## config.mk

```make
export PLATFORM = sky130hd
export DESIGN_NAME = debounce_scheduler
export DESIGN_NICKNAME = d
export VERILOG_FILES = /design/src/rtl/debounce_scheduler.sv
export SDC_FILE = /design/constraint.sdc
export NUM_CORES = 1
export LEC_CHECK = 0
export CORE_ASPECT_RATIO = 1.4
export CORE_MARGIN = 2
export CORE_UTILIZATION = 40
export CTS_CLUSTER_DIAMETER = 200
export CTS_CLUSTER_SIZE = 30
export DETAILED_ROUTE_END_ITERATION = 12
export GPL_ROUTABILITY_DRIVEN = 0
export GPL_TIMING_DRIVEN = 0
export HOLD_SLACK_MARGIN = 0.1
export SYNTH_ARGS = -nofsm -noshare
export SYNTH_HDL_FRONTEND = slang
export SYNTH_SLANG_ARGS = --single-unit
```

## constraint.sdc

```tcl
create_clock -name clkIn -period 3.2 [get_ports clkIn]
set_input_delay 0.64 -clock clkIn [delete_from_list [all_inputs] [get_ports clkIn]]
set_output_delay 0.64 -clock clkIn [all_outputs]
set_load 0.005 [all_outputs]
```

## src/rtl/debounce_scheduler.sv

```systemverilog
// Bank debouncer: NUM_BTN synchronized buttons share one counter, granted round-robin.
// Define DEBOUNCE_SCHED_FIXED_PRIO_EN to grant the lowest pending index instead.
module debounce_scheduler #(
    parameter int NUM_BTN = 4,
    parameter int CNT_W = 20,
    parameter logic [CNT_W-1:0] DEBOUNCE_CNT = 20'hF_FFFF,
    parameter int IDX_W = $clog2(NUM_BTN)
) (
    input  logic               clkIn,
    input  logic               rstIn,
    input  logic [NUM_BTN-1:0] buttonIn,
    output logic [NUM_BTN-1:0] buttonOut,
    output logic [NUM_BTN-1:0] changeOut,
    output logic               busyOut,
    output logic [IDX_W-1:0]   activeIdxOut
);

    typedef enum logic {IDLE, COUNT} stateType;

    stateType           state;
    logic [NUM_BTN-1:0] s1;
    logic [NUM_BTN-1:0] s2;
    logic [NUM_BTN-1:0] pending;
    logic [CNT_W-1:0]   cnt;
    logic [IDX_W-1:0]   idx;
    logic [IDX_W-1:0]   ptr;
    logic [IDX_W-1:0]   winner;
    logic [IDX_W-1:0]   releasePtr;

    assign pending      = s2 ^ buttonOut;
    assign activeIdxOut = idx;

`ifdef DEBOUNCE_SCHED_FIXED_PRIO_EN
    assign releasePtr = '0;
`else
    assign releasePtr = (idx == IDX_W'(NUM_BTN - 1)) ? '0 : idx + IDX_W'(1);
`endif

    // Scan starting at ptr and wrap, so the most recently served button goes last.
    always_comb begin
        int j;
        logic found;
        logic [IDX_W-1:0] cand;
        j      = 0;
        found  = 1'b0;
        cand   = '0;
        winner = ptr;
        for (int k = 0; k < NUM_BTN; k++) begin
            j = int'(ptr) + k;
            if (j >= NUM_BTN) begin
                j = j - NUM_BTN;
            end
            cand = IDX_W'(j);
            if (!found && pending[cand]) begin
                winner = cand;
                found  = 1'b1;
            end
        end
    end

    always_ff @(posedge clkIn) begin
        if (rstIn) begin
            state     <= IDLE;
            s1        <= '0;
            s2        <= '0;
            cnt       <= '0;
            idx       <= '0;
            ptr       <= '0;
            buttonOut <= '0;
            changeOut <= '0;
            busyOut   <= 1'b0;
        end else begin
            s1        <= buttonIn;
            s2        <= s1;
            changeOut <= '0;
            case (state)
                IDLE: begin
                    if (|pending) begin
                        idx     <= winner;
                        cnt     <= '0;
                        state   <= COUNT;
                        busyOut <= 1'b1;
                    end
                end
                COUNT: begin
                    // Revert beats bounce, bounce beats commit.
                    if (s2[idx] == buttonOut[idx]) begin
                        ptr     <= releasePtr;
                        state   <= IDLE;
                        busyOut <= 1'b0;
                    end else if (s1[idx] != s2[idx]) begin
                        cnt <= '0;
                    end else if (cnt == DEBOUNCE_CNT) begin
                        buttonOut[idx] <= s2[idx];
                        changeOut[idx] <= 1'b1;
                        ptr            <= releasePtr;
                        state          <= IDLE;
                        busyOut        <= 1'b0;
                    end else begin
                        cnt <= cnt + CNT_W'(1);
                    end
                end
                default: begin
                    state   <= IDLE;
                    busyOut <= 1'b0;
                end
            endcase
        end
    end

endmodule
```

; Yosys cells after proc, flatten, opt, wreduce, memory -nomap -nowiden
; Index checks and enable logic that the tools add are counted.
[totals]
out_inout_bits = 11
in_bits = 6
wordCells = 105
register_bits = 42
[op_classes]
reduce_logical = 15
bitwise = 5
n_lt_le_gt_ge = 10
eq_ne = 10
add_sub_neg = 9
muxes = 47
[ops]
columns = op, count
row1 = $mux W20, 4
row2 = $pmux W20 S2, 1
row3 = $mux W2, 12
row4 = $add A20 B1 Y20 const B, 1
row5 = $eq A20 B20 Y1 const B, 1
row6 = $mux W1, 19
row7 = $lt A2 B3 Y1 const B, 5
row8 = $bmux W1 S2, 7
row9 = $ge A3 B3 Y1 const B, 3
row10 = $reduce_and A3 Y1, 3
row11 = $sub A2 B1 Y2 const B, 4
row12 = $add A2 B2 Y3 const B, 2
row13 = $ne A2 B2 Y1 const B, 3
row14 = $ne A3 B3 Y1 const B, 2
row15 = $reduce_or A5 Y1, 1
row16 = $bwmux W4, 1
row17 = $logic_and A1 B1 Y1, 4
row18 = $not A1 Y1, 4
row19 = $pmux W1 S2, 2
row20 = $reduce_and A4 Y1, 1
row21 = $reduce_or A4 Y1, 1
row22 = $xor A4 B4 Y4, 1
row23 = $add A2 B1 Y3 const B, 1
row24 = $ge A2 B3 Y1 const B, 1
row25 = other kinds (10), 12

; Depth between registers and ports, before layout
[depth]
word_depth = 14
mapped_depth = 8
ltp_nobuf = 6

; Worst setup path before layout
; OpenSTA, ideal clock, no wires.
[synth_path]
path_kind = flip-flop to flip-flop
start = reg idx[0], in the netlist activeIdxOut[0]
end = reg cnt[8]
setup_time_ns = 0.072
synth_period_minus_slack_ns = 2.301
t_required_ns = 3.128
stages_incl_launch_ff = 7
setup_slack_ns = 0.899
t_arrival_ns = 2.229
n_path_buf = 1
cell_sequence = dfxtp_1 > buf_6 > mux4_2 > xnor2_4 > a311o_2 > a211oi_1 > mux2i_1
[synth_via]
elab_chain_cells = 6
elab_cells_between_ends = 14
cone_classes = 4 x eq/ne / 9 x mux / 1 x reduce/logical
[synth_rtl]
columns = item, line
row1 = start: declaration, 25  ; logic [IDX_W-1:0] idx;
row2 = start signal: assignment, 79  ; idx <= winner;
row3 = $bmux W1 S2 (on tied branches), "91, 87"
row4 = $mux W1 (on tied branches), "91, 87"
row5 = $ne A1 B1 Y1, 91  ; end else if (s1[idx] != s2[idx]) begin
row6 = $mux W20, 91
row7 = $mux W20, 87  ; if (s2[idx] == buttonOut[idx]) begin
row8 = $pmux W20 S2, 76  ; case (state)
row9 = end signal: assignment, 100  ; cnt <= cnt + CNT_W'(1);
row10 = end: declaration, 24  ; logic [CNT_W-1:0] cnt;
; Parallel ways exist; a longest one is shown, timed or not. The select of a mux whose other input is x is not followed.
; A chain may end at the register's enable or synchronous reset.

; Worst setup path in the final report
; Same ends and word-level chain as after synthesis.

==> impl_metrics.ini <==
[status]
status = finished clean

[floorplanning]
die_area_sq_um = 6760
die_width_um = 70.1
ioPinCount = 17
core_area_sq_um = 5860
dieHeight_um = 96.5
rows = 33
start_util_pct = 41.7

[timing]
min_period_over_period_pct = 79.6
rsz0062_at_grt = no
fin_tns_setup_ns = 0
relSlewSlack_pct = 26.3
tightest_slew_ns = 1.09
timing.fmax_ghz = 0.392
fin_crit_ns = 2.55
setup_viol = 0
skew_ns = 0.0125
hold_viol = 0
maxSlewViolCount = 0

[setup_path]
r2r-end = cnt[8]
cp-end-kind = flip-flop
required_ns = 3.43
cp-startpoint = activeIdxOut[0]
crit_path_frequent_cell = buf_6
arrival_ns = 2.78
r2r_slack_ns = 0.65
critPathLaunchType = flip-flop
cp_cell_sequence = buf_6, mux4_2, nor4b_4, nor4_4, buf_6, buf_12, nand2_1, mux2i_1
worstPathMaxFanout = 10
slowest_stage = mux4_2
cp_num_buf_inv = 3
path_delay_family = multiplexers
r2r_start = activeIdxOut[0]
worstSetupPathType = reg -> reg
slowest_delay_ns = 0.65
r2r_cells = 8

[yosys]
synth-xor-area-share_pct = 6.86
synth-compound-area-share_pct = 19.3
synth-simple-area-share_pct = 22.3
ys_seq_area_share_pct = 34.4
synth_top_flop_cell = dfxtp_1
synthAdderAreaFrac_pct = 2.56
yosysWarnings = 0
yosysUniqueCellTypes = 61
synth_area_sq_um = 2440
synth-edff-count = 0
ys_ff_latch = 42
muxShareOfSynthArea_pct = 9.27
netlist_instances = 256
synth_top_family_by_area = simple AND/OR/NAND/NOR gates
syn-num-nets = 267
syn_avg_cell_area_sq_um = 9.55
synthArstFlopShare_pct = 0

[global_routing]
grt_max_degree = 14
grt_use_total_pct = 18.5
grt_pass1_wl_um = 9840
antenna_found_initial = 0
overflow = 0
grt_pass1_vias = 2023

[clocking]
ctsHoldBuffers = 0
clkTransAtPathRegs_ns = 0.09
cts_setup_buffers = 0
clock_path_buffers = 2
clock-root-buffer = clkbuf_8
cts_tree = built
cts.htree.levels = 2
clock-sinks = 42
cts_made_buffers = 5
ctsResizeCount = 0
clock_latency_ns = 0.30

[worst_hold_path]
hold_path_depth = 2
worstHoldEndpoint = cnt[19]
hold_path_class = reg -> reg
worst_hold_startpoint = cnt[19]

[routing]
dr_wl_met3_um = 159
ant_nets = 0
wl_met2_um = 3180
vias_per_cell = 5.75
wirelength_met1_um = 2380
vias = 2012
drt_wl_total_um = 5810
drc = 0
wire_per_inst_um = 16.6
first_pass_iters = 4
drtIter0Drc = 101
highest_layer = met4

[power]
power_density_nw_per_um2 = 445
p_leak_nw = 0.948
ir_drop_uv = 273

[finish]
drive_gt1_share_pct = 13.6
fin_area_sq_um = 2830
fin_nets = 290
post-route-util_pct = 48.3
final_common_cell = dfxtp_1
diodes = 0
final_cell_mix = dfxtp_1 (42), nand2_1 (22), a21oi_1 (16), clkdlybuf4s50_1 (16)
syn_to_final_growth_pct = 16.0

[flow_run]
drv_cap = 0

[placed_design]
post_dp_cell_area_sq_um = 2690
port_buffers = 16
hpwl_um = 4360
per-stage QoR:
stage / instances / worst slack (ns) / power (mW) / hold WS [ns]
floorplan: 256 / 0.899 / 0.692 / 0.438
global placement: 342 / 0.652 / 0.745 / 0.455
detailed placement: 342 / 0.671 / 0.747 / 0.463
CTS: 350 / 0.632 / 1.27 / 0.476
global route: 350 / 0.462 / 1.31 / 0.501
finish: 350 / 0.652 / 1.26 / 0.471
per-layer routing:
metal  GRT usage (%)  vias to the layer above
met2            36.3                       29
li1                -                     1002
met5               0                        -
met4            6.25                        0
met1            20.1                      974
met3            3.22                        7
area by class of cell:
class / count / area [sq um]
clock buffer: 6 / 82.6
sequential: 42 / 841
inverter: 10 / 37.5
fill: 576 / 3030
buffer: 13 / 92.6
timing repair buffer: 16 / 160
clock inverter: 2 / 60.1
tap: 70 / 87.6
multi-input combinational: 191 / 1470
worst min-delay path, stage by stage (launching register included):
cell	delay [ns]
dfxtp_1	0.32
nand2_1	0.05
mux2i_1	0.05
cell families after synthesis:
kind of cell / count (synthesis)
multiplexers: 16
flip-flops: 42
adder cells (fa/ha/maj): 5
buffers and inverters: 23
AO/OA/AOI/OAI: 63
XOR/XNOR: 17
AND/OR/NAND/NOR: 90
how the worst max path moves through the flow:
stage                   end  slack [ns]  cells past startpoint
finish               cnt[8]        0.65                      8
global route        cnt[13]        0.46                      7
CTS                 cnt[16]        0.63                      7
detailed placement   cnt[8]        0.67                      7
global placement    cnt[14]        0.65                      7
floorplan            cnt[8]        0.90                      6
power by group:
part           leakage [nW]  internal (mW)  total [mW]  switching (mW)
Sequential            0.341          0.535       0.551          0.0153
Clock                0.0714          0.333       0.527           0.194
Combinational         0.535         0.0794       0.183           0.104
Total                 0.948          0.948        1.26           0.313
synth_stat cells, types with 6 or more instances:
cell type	instances	area share, %
a21oi_1	16	3.3
nand2_1	22	3.4
dfxtp_1	42	34
nand4_1	11	2.8
a21oi_2	6	2.2
xor2_1	8	2.9
mux2i_1	11	4.5
nand3_1	8	1.6
o21ai_0	8	1.6
xnor2_1	8	2.9
inv_1	9	1.4
nand2b_1	6	1.5
nor2b_1	8	2.0
nor2_1	6	0.92
flip-flops by register name, indices dropped and copies added, names as in the netlist:
| signal | cells |
|---|---|
| s2 | 4 |
| changeOut | 4 |
| ptr | 2 |
| activeIdxOut | 2 |
| cnt | 20 |
| state | 1 |
| s1 | 4 |
| busyOut | 1 |
| buttonOut | 4 |
No activity file was read; power rests on OpenSTA's default activity.
